`src/rtl/dport_arbiter.sv`:
```
// dport_arbiter: round-robin sharing of the memory data port by two masters.
// Optional macro DPORT_ARBITER_LOCK_EN adds m0_lock so master 0 can hold the port.
module dport_arbiter #(
    parameter int AW     = 16,
    parameter int DW     = 16,
    parameter int RD_LAT = 1,
    localparam int BW    = DW / 8
) (
    input  logic          clk,
    input  logic          reset,

    input  logic          m0_req,
    input  logic [BW-1:0] m0_we,
    input  logic [AW-1:0] m0_addr,
    input  logic [DW-1:0] m0_wdata,
`ifdef DPORT_ARBITER_LOCK_EN
    input  logic          m0_lock,
`endif
    output logic          m0_gnt,
    output logic          m0_rvalid,
    output logic [DW-1:0] m0_rdata,

    input  logic          m1_req,
    input  logic [BW-1:0] m1_we,
    input  logic [AW-1:0] m1_addr,
    input  logic [DW-1:0] m1_wdata,
    output logic          m1_gnt,
    output logic          m1_rvalid,
    output logic [DW-1:0] m1_rdata,

    output logic [AW-1:0] dread_addr,
    input  logic [DW-1:0] dread_data,
    output logic [AW-1:0] dwrite_addr,
    output logic [DW-1:0] dwrite_data,
    output logic [BW-1:0] dwrite_en
);

    // last_m1 = 1 means master 1 won the most recent accepted access
    logic          last_m1;
    logic          m1_block;
    logic          take0;
    logic          take1;
    logic          accept;
    logic          acc_read;
    logic [BW-1:0] acc_we;
    logic [AW-1:0] acc_addr;
    logic [DW-1:0] acc_wdata;

    // Read tags: bit k is valid during the (k+1)th cycle after acceptance
    logic [RD_LAT:0] tag_vld;
    logic [RD_LAT:0] tag_id;
    logic            ret0;
    logic            ret1;

`ifdef DPORT_ARBITER_LOCK_EN
    logic lock_q;

    // Lock follows m0_lock on every accepted master 0 access
    always_ff @(posedge clk or posedge reset) begin
        if (reset) begin
            lock_q <= 1'b0;
        end else if (take0) begin
            lock_q <= m0_lock;
        end
    end

    assign m1_block = lock_q;
`else
    assign m1_block = 1'b0;
`endif

    // Grant: single requester wins, ties go to the master not served last
    always_comb begin
        m0_gnt = m0_req & (~m1_req | m1_block | last_m1);
        m1_gnt = m1_req & ~m1_block & (~m0_req | ~last_m1);
    end

    assign take0  = m0_req & m0_gnt;
    assign take1  = m1_req & m1_gnt;
    assign accept = take0 | take1;

    // Select the accepted master's access fields
    always_comb begin
        acc_we    = m0_we;
        acc_addr  = m0_addr;
        acc_wdata = m0_wdata;
        if (take1) begin
            acc_we    = m1_we;
            acc_addr  = m1_addr;
            acc_wdata = m1_wdata;
        end
        acc_read = accept & (acc_we == '0);
    end

    // Round-robin pointer moves only when an access is actually taken
    always_ff @(posedge clk or posedge reset) begin
        if (reset) begin
            last_m1 <= 1'b1;
        end else if (accept) begin
            last_m1 <= take1;
        end
    end

    // Memory-side outputs: write strobes last one cycle, read address holds
    always_ff @(posedge clk or posedge reset) begin
        if (reset) begin
            dread_addr  <= '0;
            dwrite_addr <= '0;
            dwrite_data <= '0;
            dwrite_en   <= '0;
        end else begin
            dwrite_en <= '0;
            if (accept) begin
                if (acc_we != '0) begin
                    dwrite_addr <= acc_addr;
                    dwrite_data <= acc_wdata;
                    dwrite_en   <= acc_we;
                end else begin
                    dread_addr <= acc_addr;
                end
            end
        end
    end

    // Read-tag shift pipe, one stage per cycle of memory latency plus one
    always_ff @(posedge clk or posedge reset) begin
        if (reset) begin
            tag_vld <= '0;
            tag_id  <= '0;
        end else begin
            tag_vld[0] <= acc_read;
            tag_id[0]  <= take1;
            for (int i = 1; i <= RD_LAT; i++) begin
                tag_vld[i] <= tag_vld[i-1];
                tag_id[i]  <= tag_id[i-1];
            end
        end
    end

    assign ret0 = tag_vld[RD_LAT] & ~tag_id[RD_LAT];
    assign ret1 = tag_vld[RD_LAT] & tag_id[RD_LAT];

    // Route returning read data to its owner; the other master keeps its data
    always_ff @(posedge clk or posedge reset) begin
        if (reset) begin
            m0_rvalid <= 1'b0;
            m1_rvalid <= 1'b0;
            m0_rdata  <= '0;
            m1_rdata  <= '0;
        end else begin
            m0_rvalid <= ret0;
            m1_rvalid <= ret1;
            if (ret0) begin
                m0_rdata <= dread_data;
            end
            if (ret1) begin
                m1_rdata <= dread_data;
            end
        end
    end

endmodule

```
`config.mk`:
```
export PLATFORM = sky130hd
export DESIGN_NAME = dport_arbiter
export DESIGN_NICKNAME = d
export VERILOG_FILES = /design/src/rtl/dport_arbiter.sv
export SDC_FILE = /design/constraint.sdc
export NUM_CORES = 1
export LEC_CHECK = 0
export ABC_AREA = 1
export CAP_MARGIN = 20
export CORE_ASPECT_RATIO = 0.75
export CORE_MARGIN = 2
export CORE_UTILIZATION = 45
export DETAILED_ROUTE_END_ITERATION = 7
export PLACE_DENSITY = 0.85
export SETUP_SLACK_MARGIN = 0.4
export SYNTH_ARGS = -nofsm -noshare
export SYNTH_HDL_FRONTEND = slang
export SYNTH_SLANG_ARGS = --single-unit
```
`constraint.sdc`:
```
create_clock -name clk -period 6.7 [get_ports clk]
set_clock_uncertainty 0.05 [all_clocks]
set_input_delay 1.675 -clock clk [delete_from_list [all_inputs] [get_ports clk]]
set_output_delay 1.675 -clock clk [all_outputs]
set_load 0.03 [all_outputs]
```
==> results by group, run 1 <==
Global routing
  – Global-route wire length before repair: 17600 um
  – Initial antenna violation count: 0
  – Vias in the first global route: 3665
  – GR Util All Layers: 0.230
  – Largest net degree at the start of global routing: 49
  – Remaining Overflow, GRT: 0

STA
  – Post-layout min period: 5330 ps
  – Post-Route Setup TNS: 0 ps
  – Fmax: 188 MHz
  – Final worst path period share: 0.795
  – Slew Limit Headroom: 0.383
  – Worst Max-Slew Pin Slew: 924 ps
  – Final Hold Vio Count: 0
  – RSZ-0062 raised after global routing: no
  – Final setup fails: 0
  – Final worst slack: 1370 ps
  – Max-slew violation count: 0

Detailed routing
  – Detailed-route via count: 3649
  – DRT Wirelength: 10800 um
  – WL/cell: 14.5 um
  – # DRC: 0
  – Initial DRC Count: 214
  – Antenna viol nets, final: 0
  – Via/cell ratio: 4.90
  – DRT Pass-1 Iters: 5

Placement
  – DP Worst Slack: 1380 ps
  – Hpwl dp: 7780 um
  – I/O Buffers: 173
  – Gpl congestion: 0.784

Clock tree
  – Htree depth: 3
  – CTS clk-pin slew, worst paths: 60 ps
  – CTS resizes: 0
  – Longest Clk Path Bufs: 2
  – Post-CTS setup buffers: 0
  – CTS tree: yes
  – Worst skew pair latency: 320 ps
  – Clock sinks: 89
  – Num CTS Buffers: 9
  – # hold bufs at CTS: 0
  – Root Buffer: clkbuf_16

Power
  – Leak: 0.00297 uW
  – Switching Share: 0.365
  – Worst VDD drop: 0.234 mV
  – Power density over cell area: 338 nW/um2
  – Reg power frac: 0.364
  – Internal Pwr Total: 1270 uW
  – Combinational Power Share: 0.384
  – Clock power frac: 0.252
  – P_sw: 731 uW

Cells and area
  – Fill cells: 673
  – Commonest non-fill, non-tap cell in the layout: nand2_1
  – Reg area: 2230 um2
  – Commonest cells after routing, fill and taps aside: nand2_1 (247), clkdlybuf4s50_1 (173), dfrtp_1 (88)
  – Nets: 720
  – Area grow syn2layout: 51.6%
  – Antenna cells: 0
  – Multi-input logic area: 1410 um2
  – Share of post-route cells with drive strength above 1: 0.0502

Synthesis
  – Top cells by area, synth: dfrtp_1 (56%), nand2_1 (24%), nand3_1 (4.5%), o21ai_0 (4.2%), inv_1 (2.6%)
  – Mapped cell area: 3910 um2
  – Largest area contributor in the netlist: dfrtp_1
  – Syn_nets: 559
  – Sequential area share after synthesis: 0.570
  – Synth Area per Inst: 8.31 um2
  – Library cells used by synthesis: 19
  – Warnings, synthesis: 0
  – Number of synthesized register bits: 89
  – Gate Count Post-Synth: 471
  – Post-synth top area share: 0.563

Setup path
  – Critical path class: in -> out
  – Worst R2R Path Depth: 8
  – Critical Path RT: 4970 ps
  – Worst setup EP type: primary output
  – Slowest cell on crit path: clkdlybuf4s50_1
  – Biggest fanout along the worst timing path: 33
  – Slowest stage delay, CP: 790 ps
  – Critical Path AT: 3600 ps
  – Critical path cell sequence: clkdlybuf4s50_1 -> nand2_2 -> nand2_2 -> inv_2 -> clkdlybuf4s50_1
  – CP startpoint kind: input port

Floorplan
  – Die W: 112 um
  – Initial core utilization: 0.463
  – Total core area: 8450 um2
  – Die Y: 84.8 um
  – # rows: 29
  – DIE AREA: 9460 um2
  – Io pins: 174

Min path
  – HP Class: reg -> reg
  – Worst hold path depth: 0

Run
  – Max-Cap Viols: 0

Run status
  – Run status: finished clean
[cell usage after synthesis, drive strengths merged]
| master | number |
|---|---|
| inv | 28 |
| nand3b | 1 |
| buf | 19 |
| dfrtp | 88 |
| clkbuf | 6 |
| o21ai | 33 |
| nand3 | 39 |
| nor2 | 2 |
| or2 | 1 |
| dfstp | 1 |
| nand2 | 253 |
[power groups by stage]
stage	Combinational, uW	Clock, uW	Sequential (uW)
after global routing	815	543	743
after floorplan	180	0	976
after CTS	774	516	730
after global placement	755	0	731
final	769	505	730
after detailed placement	772	0	737
[state kept, by name (all words and copies together) (netlist names)]
name and flops:
m1_rdata 16, dwrite_en 2, dwrite_data 16, tag_vld 2, tag_id 2, m0_rvalid 1, dread_addr 16, dwrite_addr 16
m1_rvalid 1, m0_rdata 16, last_m1 1
[per-layer routing]
| metal | up-vias | GRT usage | part of all wire | routed length (um) |
|---|---|---|---|---|
| met3 | 14 | 0.0469 | 0.055 | 591 |
| met5 | - | 0 | 0 | 0 |
| met2 | 130 | 0.404 | 0.50 | 5440 |
| met1 | 1736 | 0.291 | 0.43 | 4630 |
| met4 | 0 | 0.0640 | 0.016 | 168 |
| li1 | 1769 | - | - | - |
[worst max-delay path: cells and delay by family]
kind,cells,cell delay (ps)
simple gates,2,220
buf+inv,3,1700
[area by class of cell]
type,instances,share of cell area
Sequential cell,89,0.376
Timing Repair Buffer,175,0.294
Multi-Input combinational cell,329,0.238
Clock buffer,10,0.0403
Tap cell,108,0.0228
Inverter,28,0.0179
Clock inverter,6,0.0114
[stage by stage]
step	power (uW)	utilization	area (um2)	std cells	hold WS, ps
detailed placement	1510	0.666	5630	729	287
global route	2100	0.702	5930	745	323
global placement	1490	0.666	5630	729	283
CTS	2020	0.702	5930	745	301
floorplan	1160	-	3910	471	281
finish	2000	0.702	5930	745	303
[final timing paths]
| check | startpoint | slack, ps | end |
|---|---|---|---|
| min | tag_id[0] | 300 | tag_id[1] |
| min in group asynchronous | reset | 1720 | dwrite_addr[6] |
| min reg2reg | tag_id[0] | 300 | tag_id[1] |
| max in group asynchronous | reset | 3810 | dwrite_addr[2] |
| max reg2reg | last_m1 | 4290 | dwrite_addr[2] |
| max | m0_req | 1370 | m1_gnt |
[cells by family after synthesis]
logic type,synth area share
buffers and inverters,0.0700
AO/OA/AOI/OAI,0.0422
flip-flops,0.570
AND/OR/NAND/NOR,0.318
Power figures use the tool's default switching activity.
==> run 2: changes to the inputs <==
- CORE_UTILIZATION: 45 -> 38
- PLACE_DENSITY: 0.85 -> 0.77
- clock period: 6.7 -> 4.8 ns (I/O delays scaled with it)
==> results by group, run 2 (synthesis gave the netlist of run 1 again) <==
Run status
  – Run status: finished clean (unchanged)

Power
  – Worst VDD drop: 0.209 mV (was 0.234 mV)
  – Power density over cell area: 491 nW/um2 (was 338 nW/um2)
  – Leak: 0.00303 uW (was 0.00297 uW)

STA
  – Max-slew violation count: 0 (unchanged)
  – Post-layout min period: 3900 ps
  – Min Hold Slack: 303 ps (about the same)
  – Worst Max-Slew Pin Slew: 929 ps (was 924 ps)
  – Post-Route Setup TNS: 0 ps (unchanged)
  – Fmax: 256 MHz
  – Final worst path period share: 0.813
  – Final Hold Vio Count: 0 (unchanged)
  – RSZ-0062 raised after global routing: no (unchanged)
  – Slew Limit Headroom: 0.379 (was 0.383)
  – Final setup fails: 0 (unchanged)
  – Final worst slack: 898 ps (was 1370 ps)

Detailed routing
  – Detailed-route via count: 3549 (was 3649)
  – DRT Pass-1 Iters: 4 (was 5)
  – Via/cell ratio: 4.59 (was 4.90)
  – WL/cell: 13.5 um (was 14.5 um)
  – Antenna viol nets, final: 0 (unchanged)
  – Initial DRC Count: 234 (was 214)
  – DRT Wirelength: 10500 um (was 10800 um)
  – # DRC: 0 (unchanged)

Clock tree
  – Num CTS Buffers: 9 (unchanged)
  – CTS tree: yes (unchanged)
  – Htree depth: 3 (unchanged)
  – Root Buffer: clkbuf_16 (unchanged)
  – CTS resizes: 0 (unchanged)
  – CTS clk-pin slew, worst paths: 60 ps (about the same)
  – Worst skew pair latency: 330 ps (was 320 ps)
  – Post-CTS setup buffers: 0 (unchanged)
  – Longest Clk Path Bufs: 2 (unchanged)
  – Clock sinks: 89 (unchanged)
  – # hold bufs at CTS: 0 (unchanged)

Cells and area
  – Antenna cells: 0 (unchanged)
  – Commonest non-fill, non-tap cell in the layout: nand2_1 (unchanged)
  – Area grow syn2layout: 55.2% (was 51.6%)
  – Share of post-route cells with drive strength above 1: 0.0517 (was 0.0502)
  – Commonest cells after routing, fill and taps aside: nand2_1 (247), clkdlybuf4s50_1 (172), dfrtp_1 (88) (was nand2_1 (247), clkdlybuf4s50_1 (173), dfrtp_1 (88))
  – Final non-filler cell total: 774 (was 745)
  – Design area: 6070 um2 (was 5930 um2)
  – Nets: 721 (was 720)
  – Fill cells: 883 (was 673)

Setup path
  – Biggest fanout along the worst timing path: 7 (was 33)
  – Family with the most delay on the worst path: buffers and inverters (unchanged)
  – Reg2reg end: dwrite_data[11] (was dwrite_addr[2])
  – Worst R2R Path Depth: 8 (unchanged)
  – Critical path cell sequence: clkdlybuf4s50_1 -> o21ai_0 -> clkdlybuf4s50_1 (was clkdlybuf4s50_1 -> nand2_2 -> nand2_2 -> inv_2 -> clkdlybuf4s50_1)
  – Critical Path RT: 3550 ps (was 4970 ps)
  – Crit Reg-Reg Startpoint: last_m1 (unchanged)
  – Worst setup EP type: primary output (unchanged)
  – Buffers & Inverters on Critical Path: 2 (was 3)
  – Critical path depth: 3 (was 5)
  – R2r setup slk: 2480 ps (was 4290 ps)
  – Slowest cell on crit path: clkdlybuf4s50_1 (unchanged)
  – Critical path launch point: m1_req (was m0_req)
  – Critical Path AT: 2650 ps (was 3600 ps)
  – Slowest stage delay, CP: 700 ps (was 790 ps)
  – Crit path capture: m0_gnt (was m1_gnt)
  – Critical path class: in -> out (unchanged)
  – Cell repeated most along the worst path: clkdlybuf4s50_1
  – CP startpoint kind: input port (unchanged)

Global routing
  – Met1 usage: 0.253 (was 0.291)
  – Global-route wire length before repair: 17200 um (was 17600 um)
  – Met2 Track Usage GR: 0.312 (was 0.404)
  – Initial antenna violation count: 0 (unchanged)
  – Remaining Overflow, GRT: 0 (unchanged)
  – Vias in the first global route: 3565 (was 3665)
  – M3 GR Usage: 0.0535 (was 0.0469)
  – Largest net degree at the start of global routing: 65 (was 49)
  – GR peak layer: met2 (unchanged)
  – GR Util All Layers: 0.195 (was 0.230)

Floorplan
  – Initial core utilization: 0.385 (was 0.463)
  – Io pins: 174 (unchanged)
  – # rows: 32 (was 29)
  – DIE AREA: 11100 um2 (was 9460 um2)
  – Die Y: 91.9 um (was 84.8 um)
  – Total core area: 10200 um2 (was 8450 um2)
  – Die W: 121 um (was 112 um)

Run
  – Max-Cap Viols: 0 (unchanged)

Placement
  – Placed Cells: 757 (was 729)
  – I/O Buffers: 173 (unchanged)
  – Gpl congestion: 0.807 (was 0.784)
  – DP Worst Slack: 907 ps (was 1380 ps)
  – Hpwl dp: 7580 um (was 7780 um)
  – Area post-placement: 5660 um2 (was 5630 um2)

Min path
  – HP Class: reg -> reg (unchanged)
==> run 2: stage by stage <==
step,utilization,power (uW)
finish,0.597,2980
global route,0.597,3130
CTS,0.595,3020
detailed placement,0.556,2100
global placement,0.556,2080
floorplan,-,1610
==> run 2: worst min path at each step <==
stage	start	to	slack, ps	cells after the start
floorplan	tag_id[0]	tag_id[1]	280	0
global placement	tag_id[0]	tag_id[1]	280	0
detailed placement	tag_id[0]	tag_id[1]	290	0
CTS	tag_id[0]	tag_id[1]	300	0
global route	tag_id[0]	tag_id[1]	300	0
finish	tag_id[0]	tag_id[1]	300	0
==> run 2: report_power, final <==
part	internal, uW	switching [uW]	total, uW
sequential	924	99.3	1020
combinational	437	627	1060
clock	628	269	897
==> run 2: cell type report <==
type,instances,area (um2),share of cell area
sequential,89,2230,0.367
timing repair buffer,176,1760,0.291
multi-input combinational,329,1410,0.232
clock buffer,11,243,0.0400
tap,136,170,0.0280
clock inverter,5,150,0.0247
inverter,28,106,0.0175
==> run 2: routing by layer <==
metal	part of all wire	wire length (um)
met2	0.49	5070
met4	0.015	157
met3	0.064	671
met5	0	0
met1	0.44	4550
